$ cat config.mk
export PLATFORM = sky130hd
export DESIGN_NAME = button_event_arbiter
export DESIGN_NICKNAME = d
export VERILOG_FILES = /design/src/rtl/button_pkg.sv /design/src/rtl/rr_arbiter.sv /design/src/rtl/button_event_arbiter.sv
export SDC_FILE = /design/constraint.sdc
export NUM_CORES = 1
export LEC_CHECK = 0
export BUFFER_PORTS_ARGS = -buffer_cell sky130_fd_sc_hd__buf_2
export CORE_ASPECT_RATIO = 1.75
export CORE_MARGIN = 2
export CORE_UTILIZATION = 38
export CTS_BUF_LIST = sky130_fd_sc_hd__clkbuf_8
export CTS_CLUSTER_SIZE = 25
export DETAILED_ROUTE_END_ITERATION = 7
export SYNTH_ARGS = -nofsm -noshare
export SYNTH_HDL_FRONTEND = slang
export SYNTH_SLANG_ARGS = --single-unit
export TNS_END_PERCENT = 30
$ cat constraint.sdc
create_clock -name clk -period 5.2 [get_ports clk]
set_clock_uncertainty 0.05 [all_clocks]
set_input_delay 0 -clock clk [delete_from_list [all_inputs] [get_ports clk]]
set_output_delay 0 -clock clk [all_outputs]
set_load 0.01 [all_outputs]
$ cat src/rtl/button_pkg.sv
`default_nettype none
// ============================================================================
//  Module   : button_pkg
//  Brief    : Shared event-type encodings and index-width helper for the
//             button event arbiter and its round-robin arbiter.
//  Revision : 1.0 - initial release
// ============================================================================
package button_pkg;

    // Event type encodings presented on evt_type (2'b11 is never produced)
    localparam logic [1:0] EVT_PRESS   = 2'b00;
    localparam logic [1:0] EVT_RELEASE = 2'b01;
    localparam logic [1:0] EVT_LONG    = 2'b10;

    // Width of a channel index; never less than one bit
    function automatic int chan_width(input int n);
        return (n > 1) ? $clog2(n) : 1;
    endfunction

endpackage
`default_nettype wire

$ cat src/rtl/rr_arbiter.sv
`default_nettype none
// ============================================================================
//  Module   : rr_arbiter
//  Brief    : Round-robin selector. Searches the request vector starting at
//             the channel after the last granted one and returns a one-hot
//             grant plus its index. The pointer moves to the granted channel
//             when i_en is asserted.
//  Revision : 1.0 - initial release
// ============================================================================
module rr_arbiter
    import button_pkg::*;
#(
    parameter int  C_CHANNELS = 4,
    localparam int CW         = chan_width(C_CHANNELS)
) (
    input  logic                  clk,
    input  logic                  rstb,
    input  logic [C_CHANNELS-1:0] i_req,
    input  logic                  i_en,
    output logic [C_CHANNELS-1:0] o_gnt,
    output logic [CW-1:0]         o_idx,
    output logic                  o_any
);

    logic [CW-1:0]         r_ptr;
    logic [C_CHANNELS-1:0] w_gnt;
    logic [CW-1:0]         w_idx;
    logic                  w_any;
    logic [CW:0]           w_sum;
    logic [CW-1:0]         w_pos;

    // First requester found walking forward from the channel after r_ptr
    always_comb begin
        w_gnt = '0;
        w_idx = '0;
        w_any = 1'b0;
        w_sum = '0;
        w_pos = '0;
        for (int k = 1; k <= C_CHANNELS; k++) begin
            w_sum = {1'b0, r_ptr} + (CW+1)'(k);
            if (w_sum >= (CW+1)'(C_CHANNELS)) begin
                w_sum = w_sum - (CW+1)'(C_CHANNELS);
            end
            w_pos = w_sum[CW-1:0];
            if (!w_any && i_req[w_pos]) begin
                w_any        = 1'b1;
                w_gnt[w_pos] = 1'b1;
                w_idx        = w_pos;
            end
        end
    end

    // Pointer tracks the last granted channel; reset value makes channel 0 first
    always_ff @(posedge clk or negedge rstb) begin
        if (!rstb) begin
            r_ptr <= CW'(C_CHANNELS - 1);
        end else if (i_en && w_any) begin
            r_ptr <= w_idx;
        end
    end

    assign o_gnt = w_gnt;
    assign o_idx = w_idx;
    assign o_any = w_any;

endmodule
`default_nettype wire

$ cat src/rtl/button_event_arbiter.sv
`default_nettype none
// ============================================================================
//  Module   : button_event_arbiter
//  Brief    : Turns debounced button levels into press / release (and
//             optionally long-press) events, queues one pending event of each
//             kind per channel, and presents them one at a time on a
//             valid/ready port using round-robin channel selection. Events
//             arriving while the same kind is still pending set a sticky
//             per-channel overrun flag.
//  Options  : BUTTON_EVENT_LONGPRESS_EN - adds per-channel hold counters and
//             long-press events after C_LONG_MS of continuous press.
//  Revision : 1.0 - initial release
// ============================================================================
module button_event_arbiter
    import button_pkg::*;
#(
    parameter int  C_CHANNELS = 4,
    parameter int  C_CLK_FRQ  = 100000000,
    parameter int  C_LONG_MS  = 1000,
    localparam int CW         = chan_width(C_CHANNELS)
) (
    input  logic                  clk,
    input  logic                  rstb,
    input  logic [C_CHANNELS-1:0] btn_in,
    output logic                  evt_valid,
    input  logic                  evt_ready,
    output logic [CW-1:0]         evt_chan,
    output logic [1:0]            evt_type,
    output logic [C_CHANNELS-1:0] overrun,
    input  logic                  ovr_clr
);

    // 64-bit product: the default clock times the default threshold overflows 32 bits
    localparam longint C_LONG_CYCLES = longint'(C_CLK_FRQ) * longint'(C_LONG_MS) / 64'sd1000;

    if (C_CHANNELS < 2 || C_CHANNELS > 16 || C_LONG_CYCLES < 1) begin : g_cfg_check
        $error("button_event_arbiter: unsupported parameter set");
    end

    logic [C_CHANNELS-1:0] r_btn_q;
    logic [C_CHANNELS-1:0] r_press;
    logic [C_CHANNELS-1:0] r_rel;
    logic [C_CHANNELS-1:0] r_ovr;
    logic                  r_valid;
    logic [CW-1:0]         r_chan;
    logic [1:0]            r_type;

    logic [C_CHANNELS-1:0] w_rise;
    logic [C_CHANNELS-1:0] w_fall;
    logic                  w_hs;
    logic                  w_load;
    logic [C_CHANNELS-1:0] w_chan_oh;
    logic [C_CHANNELS-1:0] w_press_eff;
    logic [C_CHANNELS-1:0] w_rel_eff;
    logic [C_CHANNELS-1:0] w_long_eff;
    logic [C_CHANNELS-1:0] w_long_ovr;
    logic [C_CHANNELS-1:0] w_req;
    logic [C_CHANNELS-1:0] w_gnt;
    logic [CW-1:0]         w_idx;
    logic                  w_any;
    logic [1:0]            w_sel_type;
    logic [C_CHANNELS-1:0] w_ovr_set;

    assign w_rise    = btn_in & ~r_btn_q;
    assign w_fall    = ~btn_in & r_btn_q;
    assign w_hs      = r_valid & evt_ready;
    assign w_load    = ~r_valid | evt_ready;
    assign w_chan_oh = C_CHANNELS'(1) << r_chan;

    // Pending bits with the event being accepted this cycle already removed;
    // the arbiter only looks at these so the next grant never repeats it
    assign w_press_eff = r_press & ~((w_hs && r_type == EVT_PRESS)   ? w_chan_oh : '0);
    assign w_rel_eff   = r_rel   & ~((w_hs && r_type == EVT_RELEASE) ? w_chan_oh : '0);

`ifdef BUTTON_EVENT_LONGPRESS_EN
    localparam int LW = $clog2(C_LONG_CYCLES + 1);

    logic [C_CHANNELS-1:0] r_long;
    logic [C_CHANNELS-1:0] w_long_hit;

    for (genvar gi = 0; gi < C_CHANNELS; gi++) begin : g_long
        logic [LW-1:0] r_cnt;

        // Hold timer: runs while the registered level is high, saturates, clears on release
        always_ff @(posedge clk or negedge rstb) begin
            if (!rstb) begin
                r_cnt <= '0;
            end else if (!r_btn_q[gi]) begin
                r_cnt <= '0;
            end else if (r_cnt != LW'(C_LONG_CYCLES)) begin
                r_cnt <= r_cnt + LW'(1);
            end
        end

        // Fires exactly once per hold, on the edge the timer reaches the threshold
        assign w_long_hit[gi] = r_btn_q[gi] && (r_cnt == LW'(C_LONG_CYCLES - 1));
    end

    assign w_long_eff = r_long & ~((w_hs && r_type == EVT_LONG) ? w_chan_oh : '0);
    assign w_long_ovr = w_long_hit & w_long_eff;

    // Long-press pending bits: a new hit wins over a same-cycle acceptance
    always_ff @(posedge clk or negedge rstb) begin
        if (!rstb) begin
            r_long <= '0;
        end else begin
            r_long <= w_long_eff | w_long_hit;
        end
    end
`else
    assign w_long_eff = '0;
    assign w_long_ovr = '0;
`endif

    assign w_req = w_press_eff | w_rel_eff | w_long_eff;

    rr_arbiter #(
        .C_CHANNELS (C_CHANNELS)
    ) u_rr_arbiter (
        .clk   (clk),
        .rstb  (rstb),
        .i_req (w_req),
        .i_en  (w_load),
        .o_gnt (w_gnt),
        .o_idx (w_idx),
        .o_any (w_any)
    );

    // Within the granted channel: press first, then long-press, then release
    assign w_sel_type = (|(w_press_eff & w_gnt)) ? EVT_PRESS :
                        (|(w_long_eff  & w_gnt)) ? EVT_LONG  : EVT_RELEASE;

    // A new edge onto a pending bit that is not being accepted loses an event
    assign w_ovr_set = (w_rise & w_press_eff) | (w_fall & w_rel_eff) | w_long_ovr;

    // Previous-cycle button levels for edge detection
    always_ff @(posedge clk or negedge rstb) begin
        if (!rstb) begin
            r_btn_q <= '0;
        end else begin
            r_btn_q <= btn_in;
        end
    end

    // Press/release pending bits: set wins over a same-cycle acceptance
    always_ff @(posedge clk or negedge rstb) begin
        if (!rstb) begin
            r_press <= '0;
            r_rel   <= '0;
        end else begin
            r_press <= w_press_eff | w_rise;
            r_rel   <= w_rel_eff | w_fall;
        end
    end

    // Output slot: reload when empty or being accepted, otherwise hold
    always_ff @(posedge clk or negedge rstb) begin
        if (!rstb) begin
            r_valid <= 1'b0;
            r_chan  <= '0;
            r_type  <= EVT_PRESS;
        end else if (w_load) begin
            r_valid <= w_any;
            if (w_any) begin
                r_chan <= w_idx;
                r_type <= w_sel_type;
            end
        end
    end

    // Sticky overrun flags; a new overrun beats a simultaneous clear
    always_ff @(posedge clk or negedge rstb) begin
        if (!rstb) begin
            r_ovr <= '0;
        end else begin
            r_ovr <= (ovr_clr ? '0 : r_ovr) | w_ovr_set;
        end
    end

    assign evt_valid = r_valid;
    assign evt_chan  = r_chan;
    assign evt_type  = r_type;
    assign overrun   = r_ovr;

endmodule
`default_nettype wire

==> reports/metrics.csv, run 1 <==
stage,metric,value,unit
clock_network,worst skew pair latency,270,ps
critical_path,CP top delay family,compound AO/OA/AOI/OAI gates,
yosys,Cells after Synth,163,
critical_path,crit end category,flop,
global_route,antenna violations before repair,0,
floorplanning,die area,4730,µm²
cells_and_area,Final Util,0.443,
clock_network,total CTS buffers,3,
floorplanning,num rows,31,
yosys,complex-gate fraction of the synthesized area,0.303,
sta,Setup Viol. Count Final,0,
yosys,largest family of logic cells by synthesized area,compound AO/OA/AOI/OAI gates,
critical_path,Worst Setup Path Type,flop to flop,
clock_network,clock sinks,22,
run_status,status,finished clean,
critical_path,critical-path cell list,"nand2b_1, o21ai_0, a22oi_2, or3_1, a21oi_1, o2bb2ai_1, o311ai_1, o311a_1",
floorplanning,Die H,89.5,µm
yosys,Async SR Flop Fraction,1.00,
global_route,vias in the first global route,1461,
route,"wirelength, routed",4.09,mm
clock_network,htree depth,1,
yosys,register bit total from synthesis,22,
sta,period utilization,0.565,
route,vias post-DR,1371,
critical_path,WP data required,5310,ps
global_route,Tot GR Track Use,0.199,
sta,Worst Tran Pin Value,539,ps
route,ANT nets after route,0,
placement,PortBufs,15,
yosys,synth warn,0,
placement,Routability Congestion,0.930,
sta,slew margin rel.,0.637,
clock_network,CTS tree,yes,
pwr,LEAKAGE,0.726,nW
critical_path,CP Data Arrival Time,3040,ps
floorplanning,core area,4070,µm²
yosys,Post-synth EDFFs,0,
route,Detailed Route Iter0 Violations,38,
yosys,cell area after synthesis,1590,µm²
floorplanning,die width,52.9,µm
pwr,VDD IR max,0.300,mV
global_route,largest net degree at the start of global routing,23,
route,routed len/inst,17.7,µm
global_route,gr ovfl total,0,
clock_network,clock transition at the registers of the reported paths,80,ps
yosys,register area share after synthesis,0.348,
yosys,Yosys cell types,54,
clock_network,CTS resizes,0,
yosys,Syn Area/Cell,9.74,µm²
job,Max-cap violations,0,
critical_path,worst-path fanout max,13,
sta,Fmax,0.340,GHz
cells_and_area,diode count,0,
placement,DP HPWL,3.30,mm
pwr,pwr/cell area,562,nW/µm²
clock_network,post-CTS setup buffers,0,
sta,Final TNS setup,0,ps
yosys,post-synthesis xor/xnor area fraction,0.0110,
yosys,commonest register cell after synthesis,dfrtp_1,
route,DRC viols,0,
critical_path,Crit path largest cell delay,650,ps
yosys,Post-Synth Simple-Gate Area,0.202,
yosys,syn nets,179,
route,DRT Pass-1 Iters,4,
global_route,first-pass GRT wire length,6.83,mm
clock_network,CTS root buffer,clkbuf_8,
cells_and_area,Final nets,199,
cells_and_area,share of cells above drive strength 1,0.209,
critical_path,"Slowest-stage cell, CP",dfrtp_1,
min_path,Hold Path Class,input pin to flop,
cells_and_area,Layout area overhead,13.6,%
floorplanning,I/O pin count,17,
pwr,Pwr Total,1.01,mW
yosys,mux contribution to synthesized area,0.0299,
sta,Fin. Hold Viols,0,
sta,Final min period,2940,ps
floorplanning,Initial Utilization,0.390,
clock_network,Max Buffers Root-to-Sink,2,
critical_path,WP buf/inv,0,
sta,Slew Limit Fails,0,
route,Via density,5.94,
sta,RSZ-0062 raised after global routing,no,
yosys,Synth Area in Adders,0.0630,
critical_path,CP Launch Type,flop,
[synth_stat cells, drive strengths merged, types with 4 or more instances]
cell | number | area (µm²)
o311ai | 4 | 35.0
a21o | 4 | 30.0
a21oi | 5 | 25.0
o22ai | 4 | 25.0
o21ai | 10 | 50.1
o221ai | 4 | 35.0
inv | 6 | 22.5
buf | 5 | 42.5
nor2 | 8 | 30.0
or2 | 4 | 25.0
ha | 8 | 100
nand2 | 14 | 52.6
nand3 | 6 | 42.5
o31ai | 7 | 86.3
dfrtp | 20 | 500
nand2b | 13 | 81.3
[cell type report]
class	instances	area (µm²)
well taps	49	61.3
repair buffers	20	125
fillers	409	2270
clock buffers	3	41.3
inverters	6	22.5
multi-input cells	130	970
flip-flops and latches	22	553
clock inverters	1	30.0
[power breakdown]
group / total (mW) / internal [mW] / switching, mW
Combinational: 0.512 / 0.211 / 0.301
Sequential: 0.342 / 0.234 / 0.108
Clock: 0.160 / 0.103 / 0.0568
[final timing paths]
kind | slack (ps) | start | end | depth (start not counted)
max | 2260 | evt_chan[0] | evt_type[0] | 8
min | 40 | ovr_clr | overrun[0] | 3
max reg2reg | 2260 | evt_chan[0] | evt_type[0] | 8
min reg2reg | 460 | overrun[2] | overrun[2] | 2
max in group asynchronous | 4600 | rstb | u_rr_arbiter.r_ptr[1] | 2
min in group asynchronous | 160 | rstb | overrun[0] | 2
[tightest hold or removal path, delay by kind of cell]
family          cells  cell delay (ps)
simple gates        1              130
compound gates      1               60
buf+inv             1              130
[cells by family (layout without fill, tap and decap cells)]
logic type | count (synthesis) | in the layout
xor gates and xnor gates | 2 | 2
other | 1 | 1
buffers and inverters | 11 | 30
DFF | 22 | 22
adders and majority gates | 8 | 8
AOI/OAI and AO/OA | 59 | 59
muxes | 4 | 4
and+or+nand+nor | 56 | 56
[flip-flops by register name, summed over array words and instances, names as in the netlist]
name                count
evt_chan                2
evt_type                1
evt_valid               1
overrun                 4
r_btn_q                 4
r_press                 4
r_rel                   4
u_rr_arbiter.r_ptr      2
[cell usage in the layout (no fill, tap or decap), types with 3 or more instances in the layout]
master         Yosys  routed
a21oi_1            5       5
a31oi_1            3       3
or2_2              3       3
o311ai_0           3       3
o21ai_0            8       8
o221ai_1           4       4
o31ai_2            4       4
nand2_1           14      14
nand3_1            5       5
nand2b_1          13      13
a21o_1             4       4
ha_1               8       8
dfrtp_1           20      20
nor2_1             8       8
o22ai_1            4       4
clkbuf_8           0       3
dlygate4sd3_1      0       5
inv_1              6       6
buf_2              1      15
[per-stage QoR]
step / hold WS [ps] / setup WS [ps] / std cells / cell area (µm²)
floorplan: -346 / 2950 / 163 / 1590
global placement: -72.8 / 2360 / 222 / 1680
detailed placement: -70.1 / 2330 / 222 / 1680
CTS: 43.3 / 2260 / 231 / 1800
global route: 65.9 / 2040 / 231 / 1800
finish: 37.1 / 2260 / 231 / 1800
[what timing repair did]
action | 4_1_cts | 5_1_grt
setup endpoints to repair | 0 | 0
hold endpoints to repair | 34 | 0
hold buffers | 5 | 0
[layer usage]
layer / vias to the layer above / global-route usage / wire length (µm)
li1: 648 / - / -
met1: 666 / 0.194 / 1370
met2: 35 / 0.366 / 2360
met3: 22 / 0.0234 / 91
met4: 0 / 0.154 / 269
met5: - / 0 / 0
(Power assumes the default switching activity.)
==> run 2: changes to the inputs <==
clock period = 2.5 ns   (was 5.2 ns; I/O delays follow)
==> reports/metrics.csv, run 2 (same netlist as run 1, synthesis figures left out) <==
stage,metric,value,unit
clock_network,worst skew pair latency,250,ps
cells_and_area,Final nets,226,
placement,PortBufs,15,
critical_path,CP Data Arrival Time,2580,ps
run_status,status,finished clean,
placement,cell area after placement,1840,µm²
route,routed len/inst,17.8,µm
floorplanning,I/O pin count,17,
cells_and_area,Final Cell Area,2030,µm²
global_route,first-pass GRT wire length,7.49,mm
floorplanning,die area,4730,µm²
critical_path,CP Launch Type,flop,
critical_path,worst-path fanout max,6,
critical_path,WP data required,2640,ps
cells_and_area,"most common cell after layout, fill and taps aside",buf_4,
global_route,Tot GR Track Use,0.219,
sta,Fmax,0.410,GHz
min_path,hold_sp,ovr_clr,
cells_and_area,Non-Filler Instances,258,
pwr,LEAKAGE,0.858,nW
pwr,Pwr Total,2.40,mW
sta,Final min period,2440,ps
route,vias post-DR,1515,
cells_and_area,register area,554,µm²
clock_network,Max Buffers Root-to-Sink,2,
sta,PnR worst setup slack,61.9,ps
critical_path,Critical Path Start,u_rr_arbiter.r_ptr[0],
clock_network,clock sinks,22,
job,Max-cap violations,0,
sta,RSZ-0062 raised after global routing,yes,
route,Via density,5.87,
sta,Setup Viol. Count Final,0,
cells_and_area,share of cells above drive strength 1,0.340,
critical_path,FF-to-FF setup slack,60,ps
route,DRT Pass-1 Iters,4,
placement,pre-CTS WS,-45.8,ps
floorplanning,Die H,89.5,µm
min_path,Hold Path Class,input pin to flop,
global_route,antenna violations before repair,0,
global_route,largest net degree at the start of global routing,23,
placement,Routability Congestion,1.07,
route,ANT nets after route,0,
route,Detailed Route Iter0 Violations,39,
critical_path,Worst Setup Path Type,flop to flop,
cells_and_area,Filler cells,404,
clock_network,CTS tree,yes,
clock_network,clock transition at the registers of the reported paths,70,ps
sta,Fin. Hold Viols,0,
clock_network,htree depth,1,
placement,dpl cells,243,
route,"wirelength, routed",4.60,mm
pwr,pwr/cell area,1180,nW/µm²
placement,DP HPWL,3.76,mm
cells_and_area,Layout area overhead,27.8,%
clock_network,total CTS buffers,3,
floorplanning,die width,52.9,µm
cells_and_area,area of the multi-input gates,1010,µm²
floorplanning,num rows,31,
clock_network,CTS root buffer,clkbuf_8,
critical_path,crit end category,flop,
floorplanning,Initial Utilization,0.390,
cells_and_area,diode count,0,
floorplanning,core area,4070,µm²
pwr,VDD IR max,0.678,mV
cells_and_area,highest-count cells in the layout ignoring fill and taps,"buf_4, dfrtp_1, buf_2",
route,DRC viols,0,
sta,period utilization,0.975,
sta,Final TNS setup,0,ps
critical_path,worst r2r src,u_rr_arbiter.r_ptr[0],
global_route,gr ovfl total,0,
sta,Slew Limit Fails,0,
global_route,vias in the first global route,1622,
[run 2: timing repair]
action / 4_1_cts / 5_1_grt
setup endpoints to repair: 1 / 1
hold buffers: 5 / 0
hold endpoints to repair: 32 / 0
buffers inserted: 3 / 3
pin swaps: 0 / 2
gates resized for setup: 1 / 9
[run 2: per-stage QoR]
step                      hold slack (ps)  utilization
after floorplan                      -346            -
after global placement              -77.8        0.452
after detailed placement            -63.4        0.452
after CTS                            51.0        0.484
after global routing                 69.7        0.498
final                                48.9        0.498
[run 2: power breakdown]
group / total, mW / leakage, nW / switching [mW] / internal [mW]
Combinational: 1.54 / 0.593 / 0.842 / 0.699
Clock: 0.245 / 0.0288 / 0.105 / 0.140
Sequential: 0.616 / 0.236 / 0.128 / 0.488
[run 2: layout make-up]
type | instances | area share
clock buffer | 4 | 0.0271
inverter | 6 | 0.0111
multi-input combinational | 130 | 0.497
sequential | 22 | 0.273
tap | 49 | 0.0302
timing repair buffer | 47 | 0.162
[run 2: worst max-delay path, stage by stage (launching register included)]
cell	delay (ps)
dfstp_2	590
inv_1	150
buf_4	190
o22ai_1	260
a22oi_2	160
mux2_2	330
and2_1	170
o311ai_1	270
o311a_1	210
[run 2: worst paths after layout]
| check | endpoint | cells after the start |
|---|---|---|
| setup / recovery | evt_type[0] | 8 |
| hold / removal | overrun[0] | 3 |
| hold reg to reg | overrun[0] | 2 |
| min in group asynchronous | overrun[3] | 2 |
| max in group asynchronous | u_rr_arbiter.r_ptr[1] | 2 |
| setup reg to reg | evt_type[0] | 8 |
[run 2: per-layer routing]
layer / wire, µm / global-route usage
met4: 481 / 0.224
met1: 1490 / 0.207
met2: 2460 / 0.388
met3: 165 / 0.0167
met5: 0 / 0
==> run 3: changes to the inputs <==
PLACE_DENSITY = 0.57   (was default)
==> reports/metrics.csv, run 3 (same netlist as run 1, synthesis figures left out) <==
stage,metric,value,unit
sta,PnR worst setup slack,96.1,ps
min_path,hold_sp,ovr_clr,
critical_path,FF-to-FF End,evt_type[0],
floorplanning,num rows,31,
min_path,Worst Hold Path EP,overrun[2],
floorplanning,Initial Utilization,0.390,
global_route,largest net degree at the start of global routing,23,
cells_and_area,share of cells above drive strength 1,0.284,
cells_and_area,Final Cell Area,1910,µm²
critical_path,crit end category,flop,
clock_network,clock sinks,22,
cells_and_area,highest-count cells in the layout ignoring fill and taps,"dfrtp_1, buf_2, nand2_1, buf_4, nand2b_1",
pwr,LEAKAGE,0.796,nW
critical_path,worst-path fanout max,5,
critical_path,WP data required,2590,ps
clock_network,clock transition at the registers of the reported paths,70,ps
clock_network,CTS root buffer,clkbuf_8,
sta,Final min period,2400,ps
critical_path,FF-to-FF setup slack,100,ps
pwr,sequential power share,0.278,
critical_path,CP Data Arrival Time,2490,ps
pwr,internal power,1.20,mW
pwr,VDD IR max,0.584,mV
clock_network,Max Buffers Root-to-Sink,2,
cells_and_area,"most common cell after layout, fill and taps aside",dfrtp_1,
global_route,Tot GR Track Use,0.197,
route,Detailed Route Iter0 Violations,25,
run_status,status,finished clean,
pwr,clock group share of total power,0.097,
sta,period utilization,0.962,
placement,PortBufs,15,
sta,Slew Limit Fails,0,
global_route,gr ovfl total,0,
cells_and_area,Layout area overhead,20.5,%
placement,Routability Congestion,0.974,
placement,DP HPWL,3.45,mm
critical_path,Worst Setup Path Type,flop to flop,
clock_network,CTS tree,yes,
floorplanning,I/O pin count,17,
global_route,vias in the first global route,1494,
cells_and_area,Final nets,214,
cells_and_area,diode count,0,
pwr,Pwr Total,2.21,mW
placement,pre-CTS WS,35.2,ps
floorplanning,Die H,89.5,µm
clock_network,htree depth,1,
floorplanning,die area,4730,µm²
placement,cell area after placement,1810,µm²
min_path,hold depth,3,
route,"wirelength, routed",4.21,mm
pwr,Combinational Power Share,0.625,
min_path,Hold Path Class,input pin to flop,
critical_path,R2R cell count,7,
cells_and_area,Final Util,0.470,
route,DRC viols,0,
floorplanning,core area,4070,µm²
pwr,Net Sw Frac,0.455,
sta,Final TNS setup,0,ps
global_route,first-pass GRT wire length,6.78,mm
pwr,pwr/cell area,1150,nW/µm²
route,DRT Pass-1 Iters,4,
critical_path,worst r2r src,u_rr_arbiter.r_ptr[0],
route,vias post-DR,1440,
clock_network,worst skew pair latency,250,ps
global_route,antenna violations before repair,0,
clock_network,post-CTS setup buffers,0,
clock_network,total CTS buffers,3,
sta,Fmax,0.416,GHz
route,ANT nets after route,0,
job,Max-cap violations,0,
floorplanning,die width,52.9,µm
pwr,NetSw,1.00,mW
route,routed len/inst,17.1,µm
critical_path,CP Launch Type,flop,
sta,Setup Viol. Count Final,0,
route,Via density,5.85,
sta,Fin. Hold Viols,0,
run 3: through the flow:
step | hold WS, ps | cells
2_1_floorplan | -346 | 163
3_3_place_gp | -71.5 | 237
3_5_place_dp | -61.2 | 237
4_1_cts | 52.8 | 246
5_1_grt | 61.1 | 246
6_report | 52.3 | 246
run 3: how the worst max path moves through the flow:
stage                                     start     endpoint  cells after the start
final                     u_rr_arbiter.r_ptr[0]  evt_type[0]                      7
after global routing                evt_type[0]  evt_type[0]                      8
after CTS                           evt_type[0]  evt_type[0]                      9
after detailed placement            evt_type[0]  evt_type[0]                      9
after global placement              evt_type[0]  evt_type[0]                      9
after floorplan           u_rr_arbiter.r_ptr[0]  evt_type[0]                      8
run 3: routing by layer:
layer	vias to the layer above	part of all wire	track usage
met5	-	0	0
met2	51	0.53	0.344
met4	0	0.092	0.175
li1	680	-	-
met1	683	0.35	0.200
met3	26	0.027	0.0184
run 3: worst max-delay path, stage by stage, from the launching register on:
cell and delay (ps):
dfstp_2 620, inv_1 160, ha_1 410, or3_1 420, a21oi_2 220, o2bb2ai_1 140, o311ai_1 130, o311a_1 140
run 3: cell type report:
cell class | count | area (µm²)
clock buffer | 3 | 41.3
clock inverter | 1 | 3.75
fill | 412 | 2160
inverter | 6 | 22.5
multi-input combinational | 130 | 980
sequential | 22 | 554
tap | 49 | 61.3
timing repair buffer | 35 | 250
run 3: what timing repair did:
action                     4_1_cts  5_1_grt
hold buffers                     5        0
gates resized for setup          0        6
setup endpoints to repair        0        5
hold endpoints to repair        35        0
run 3: power by group through the flow:
| stage | Combinational (mW) | Clock, mW | Sequential (mW) |
|---|---|---|---|
| after CTS | 1.36 | 0.227 | 0.612 |
| after detailed placement | 1.35 | 0 | 0.619 |
| final | 1.38 | 0.214 | 0.614 |
| after global routing | 1.50 | 0.236 | 0.631 |
| after floorplan | 0.848 | 0 | 0.622 |
| after global placement | 1.34 | 0 | 0.613 |
